[src/rtl/xor_arbiter.sv]
// xor_arbiter: round-robin access to one shared WIDTH-bit XOR bank for
// NUM_REQ requesters, with a tagged valid/ready response channel.
//
// Ports:
//   clk, rst   - clock, synchronous active-high reset
//   req_valid  - per-requester operand-pair pending
//   req_a/b    - packed operands, requester i at [i*WIDTH +: WIDTH]
//   req_ready  - one-hot accept strobe (IDLE only, never during reset)
//   rsp_valid  - result held until rsp_ready
//   rsp_data   - a ^ b of the granted pair
//   rsp_id     - index of the requester that produced rsp_data
//   rsp_ready  - consumer accepts the response
//   busy       - high whenever a transaction is held
//   op_count   - completed responses, wraps at 16 bits
//
// xor_gate: single-bit XOR cell used to build the shared bank.

module xor_gate (
  input  logic a,
  input  logic b,
  output logic y
);
  assign y = a ^ b;
endmodule

module xor_arbiter #(
  parameter int unsigned NUM_REQ = 4,
  parameter int unsigned WIDTH   = 8,
  parameter int unsigned ID_W    = $clog2(NUM_REQ)
) (
  input  logic                     clk,
  input  logic                     rst,
  input  logic [NUM_REQ-1:0]       req_valid,
  input  logic [NUM_REQ*WIDTH-1:0] req_a,
  input  logic [NUM_REQ*WIDTH-1:0] req_b,
  output logic [NUM_REQ-1:0]       req_ready,
  output logic                     rsp_valid,
  output logic [WIDTH-1:0]         rsp_data,
  output logic [ID_W-1:0]          rsp_id,
  input  logic                     rsp_ready,
  output logic                     busy,
  output logic [15:0]              op_count
);

  typedef enum logic [1:0] {IDLE, CALC, RESP} state_t;

  state_t          state;
  logic [ID_W-1:0] ptr;
  logic [ID_W-1:0] gnt_id;
  logic [ID_W-1:0] win_id;
  logic [ID_W-1:0] scan_idx;
  logic            win_found;
  logic [WIDTH-1:0] op_a;
  logic [WIDTH-1:0] op_b;
  logic [WIDTH-1:0] bank_out;

  // Round-robin scan upward from ptr; ID_W-bit addition wraps modulo
  // NUM_REQ because NUM_REQ is a power of two.
  always_comb begin
    win_found = 1'b0;
    win_id    = '0;
    scan_idx  = '0;
    for (int unsigned k = 0; k < NUM_REQ; k++) begin
      scan_idx = ptr + ID_W'(k);
      if (!win_found && req_valid[scan_idx]) begin
        win_found = 1'b1;
        win_id    = scan_idx;
      end
    end
  end

  always_comb begin
    req_ready = '0;
    if (state == IDLE && !rst && win_found)
      req_ready[win_id] = 1'b1;
  end

  assign busy = (state != IDLE);

  for (genvar j = 0; j < WIDTH; j++) begin : g_bank
    xor_gate u_xor (
      .a (op_a[j]),
      .b (op_b[j]),
      .y (bank_out[j])
    );
  end

  always_ff @(posedge clk) begin
    if (rst) begin
      state     <= IDLE;
      ptr       <= '0;
      gnt_id    <= '0;
      op_a      <= '0;
      op_b      <= '0;
      rsp_valid <= 1'b0;
      rsp_data  <= '0;
      rsp_id    <= '0;
      op_count  <= '0;
    end else begin
      case (state)
        IDLE: begin
          if (win_found) begin
            op_a   <= req_a[win_id*WIDTH +: WIDTH];
            op_b   <= req_b[win_id*WIDTH +: WIDTH];
            gnt_id <= win_id;
            state  <= CALC;
          end
        end
        CALC: begin
          rsp_data  <= bank_out;
          rsp_id    <= gnt_id;
          rsp_valid <= 1'b1;
          state     <= RESP;
        end
        RESP: begin
          if (rsp_ready) begin
            rsp_valid <= 1'b0;
            op_count  <= op_count + 16'd1;
            ptr       <= gnt_id + ID_W'(1);
            state     <= IDLE;
          end
        end
        default: state <= IDLE;
      endcase
    end
  end

endmodule
[config.mk]
export PLATFORM = sky130hd
export DESIGN_NAME = xor_arbiter
export DESIGN_NICKNAME = d
export VERILOG_FILES = /design/src/rtl/xor_arbiter.sv
export SDC_FILE = /design/constraint.sdc
export NUM_CORES = 1
export LEC_CHECK = 0
export CAP_MARGIN = 20
export CORE_UTILIZATION = 45
export DETAILED_ROUTE_END_ITERATION = 10
export HOLD_SLACK_MARGIN = 0.02
export PLACE_DENSITY = 0.9
export SKIP_CTS_REPAIR_TIMING = 1
export SYNTH_ARGS = -nofsm -noshare
export SYNTH_HDL_FRONTEND = slang
export SYNTH_SLANG_ARGS = --single-unit
[constraint.sdc]
create_clock -name clk -period 4 [get_ports clk]
set_input_delay 0.8 -clock clk [delete_from_list [all_inputs] [get_ports clk]]
set_output_delay 0.8 -clock clk [all_outputs]
set_load 0.02 [all_outputs]
==> summary.txt <==
Run status
  • Status: finished clean

Layout
  • Commonest cells after routing, fill and taps aside: 101 x clkdlybuf4s50_1, 55 x nor2_1, 49 x dfxtp_1, 34 x nand3_1, 15 x a311oi_1
  • Fillcell total: 473
  • Ant diodes: 0
  • Commonest non-fill, non-tap cell in the layout: clkdlybuf4s50_1
  • Layout cells sized above 1: 7.73%
  • Area growth syn-to-layout: 42.9%
  • # nets final: 459

Critical path
  • R2r startpoint: ptr[1]
  • Slowest stage cell, crit path: clkdlybuf4s50_1
  • Most frequent CP cell: clkdlybuf4s50_1
  • Crit path largest cell delay: 0.65 ns
  • R2R Setup Slk: 1.92 ns
  • Critical path buffers and inverters: 2
  • CP required: 3.20 ns
  • Critical path fanouts, max: 10
  • Crit end category: output port
  • Worst setup path endpoint: req_ready[2]
  • CP Class: in2out
  • Critical path origin: req_valid[2]
  • R2R cell count: 5
  • Crit path cell chain: clkdlybuf4s50_1 -> or3_4 -> nor2_4 -> or2_4 -> nor2_1 -> and3_1 -> clkdlybuf4s50_1
  • Family with the most delay on the worst path: buffers and inverters
  • Startpoint types: input pin
  • Arrival time at the worst endpoint: 3.01 ns
  • Instance count on the critical path: 7
  • Reg-to-reg endpoint: op_a[7]

Pwr
  • VDD IR max: 0.161 mV
  • Internal: 906 uW
  • Pwr Density: 343 mW/mm2
  • P_leak: 0.00126 uW
  • Switch Pwr: 351 uW
  • Combinational fraction of design power: 26.9%
  • Sw frac: 28.0%
  • Sequential share of power: 44.5%
  • Clk pwr share: 28.5%

Yosys
  • Post-synth EDFFs: 0
  • Synthesized area: 0.00257 mm2
  • Synthesized flop and latch total: 49
  • Top FF cell, synth: dfxtp_1
  • Mapped Avg Cell Area: 8.67 um2
  • Syn. warnings: 0
  • Post-synth ARST share: 0%
  • Syn Inst Count: 296
  • Syn Nets: 368
  • Post-synthesis sequential area ratio: 38.2%
  • Yosys cell types: 48

Drt
  • Remaining DRCs: 0
  • Met3 routed WL: 386 um
  • Via Count: 2,535
  • Starting DRT DRC Count: 133
  • DRT antenna net count: 0
  • Top layer in use: met4
  • Met2 wire length: 3390 um
  • Routed vias/inst: 5.51
  • Routed WL: 6720 um
  • WL/cell: 14.6 um
  • Drt pass-1 iters: 4
  • M1 WL: 2850 um

STA
  • Tightest Pin Transition: 0.724 ns
  • Relative slew slack: 51.7%
  • Tmin final: 3.81 ns
  • Final period util: 95.2%
  • Total negative slack: 0 ns
  • Fin. max-slew vios: 0
  • Final hold vios: 0
  • Final Setup Violations: 0
  • RSZ-0062 raised after global routing: no
  • Final worst setup slack: 0.193 ns
  • Fmax: 0.263 GHz
  • Clock Skews: 0.00323 ns

CTS
  • Clock-pin transition on the worst setup and hold timing paths: 0.08 ns
  • Clk root buf: clkbuf_8
  • Clock latency on the worst-skew pair: 0.29 ns
  • Max Buffers Root-to-Sink: 2
  • CTS Buf Count: 5
  • CTS tree: built
  • Sink Count: 49
  • Htree depth: 2

Floorplan
  • Die H: 77.5 um
  • Count of standard-cell rows: 27
  • Chip width: 77.5 um
  • Core region area: 0.00551 mm2
  • Die ar.: 0.00601 mm2
  • # IOs: 103
  • Starting Density: 46.6%

Global route
  • Vias in the first global route: 2,355
  • Antenna violations before repair: 0
  • Gr ovfl total: 0
  • First-pass GRT wire length: 10,900 um
  • Largest net degree at the start of global routing: 49
  • GR Util All Layers: 22.7%

Worst hold path
  • Min-Delay Path Class: reg2reg
  • Worst hold start: rsp_valid

Job
  • MaxCap Viol Count: 0

Place
  • DP HPWL: 5100 um
  • Post-place setup slack: 0.168 ns
  • GPL Wtd Cong: 0.874
  • Port Buffers: 102
==> how the worst min path moves through the flow <==
stage	slack, ns	end	cells past startpoint
2_1_floorplan	0.46	gnt_id[1]	2
3_3_place_gp	0.47	rsp_valid	2
3_5_place_dp	0.47	rsp_valid	2
4_1_cts	0.49	rsp_valid	2
5_1_grt	0.52	rsp_data[0]	2
6_report	0.49	rsp_valid	2
==> through the flow <==
stage / hold slack (ns) / total power [uW] / utilization, % / instances / cell area (um2)
after floorplan: 0.460 / 778 / - / 296 / 2570
after global placement: 0.471 / 899 / 64.5 / 452 / 3550
after detailed placement: 0.474 / 911 / 64.5 / 452 / 3550
after CTS: 0.494 / 1260 / 66.6 / 460 / 3670
after global routing: 0.521 / 1320 / 66.6 / 460 / 3670
final: 0.490 / 1260 / 66.6 / 460 / 3670
==> cell type report <==
cell class,instances,area (um2),area share (%)
Clock buffer,7,86.3,2.35
Clock inverter,1,30.0,0.819
Inverter,2,7.51,0.205
Multi-Input combinational cell,223,1430,38.9
Sequential cell,49,981,26.8
Tap cell,72,90.1,2.46
Timing Repair Buffer,106,1050,28.5
==> metal layers <==
layer | GRT usage, % | up-vias
li1 | - | 1259
met1 | 27.7 | 1154
met2 | 40.9 | 112
met3 | 3.65 | 10
met4 | 6.42 | 0
met5 | 0 | -
==> cell usage after synthesis, types with 2 or more instances <==
cell type,n,area (um2)
inv_1,2,7.51
nand3b_1,2,15.0
dfxtp_1,49,981
nor2_4,2,22.5
and2_1,2,12.5
nand4_1,4,25.0
nand3_1,34,170
nand2_1,14,52.6
a21oi_1,9,45.0
a311oi_1,15,131
and4_1,2,17.5
nand4b_1,2,17.5
clkbuf_1,7,26.3
buf_4,6,45.0
a221oi_1,10,87.6
nor2_1,55,206
a211oi_1,9,67.6
o21ai_0,2,10.0
a221oi_2,5,75.1
mux2i_1,3,30.0
buf_6,6,67.6
or2_2,2,12.5
xnor2_1,11,96.3
o22ai_1,2,12.5
nor2b_1,3,18.8
nor3_1,3,15.0
xor2_1,13,114
buf_2,2,10.0
==> logic make-up after synthesis <==
family	count (synthesis)	share of synthesized area, %
muxes	3	1.17
buffers and inverters	24	6.24
adders and majority gates	1	0.487
and+or+nand+nor	133	25.4
xor gates and xnor gates	24	8.19
AOI/OAI and AO/OA	62	20.3
DFF	49	38.2
==> registers in the layout, summed over array words and instances, names as in the netlist <==
register,count
gnt_id,2
rsp_valid,1
state,2
op_a,8
rsp_data,8
op_b,8
op_count,16
rsp_id,2
ptr,2
==> tightest hold or removal path, cell delays in order (launching register included) <==
cell	delay, ns
dfxtp_1	0.33
a21oi_1	0.06
nor2_1	0.07
==> power by group through the flow <==
stage | clock, uW | sequential [uW] | combinational (uW)
5_1_grt | 388 | 565 | 368
6_report | 358 | 560 | 339
2_1_floorplan | 0 | 579 | 199
3_3_place_gp | 0 | 569 | 330
3_5_place_dp | 0 | 572 | 339
4_1_cts | 364 | 560 | 340
Note: power is estimated with default switching activity, not from simulation.
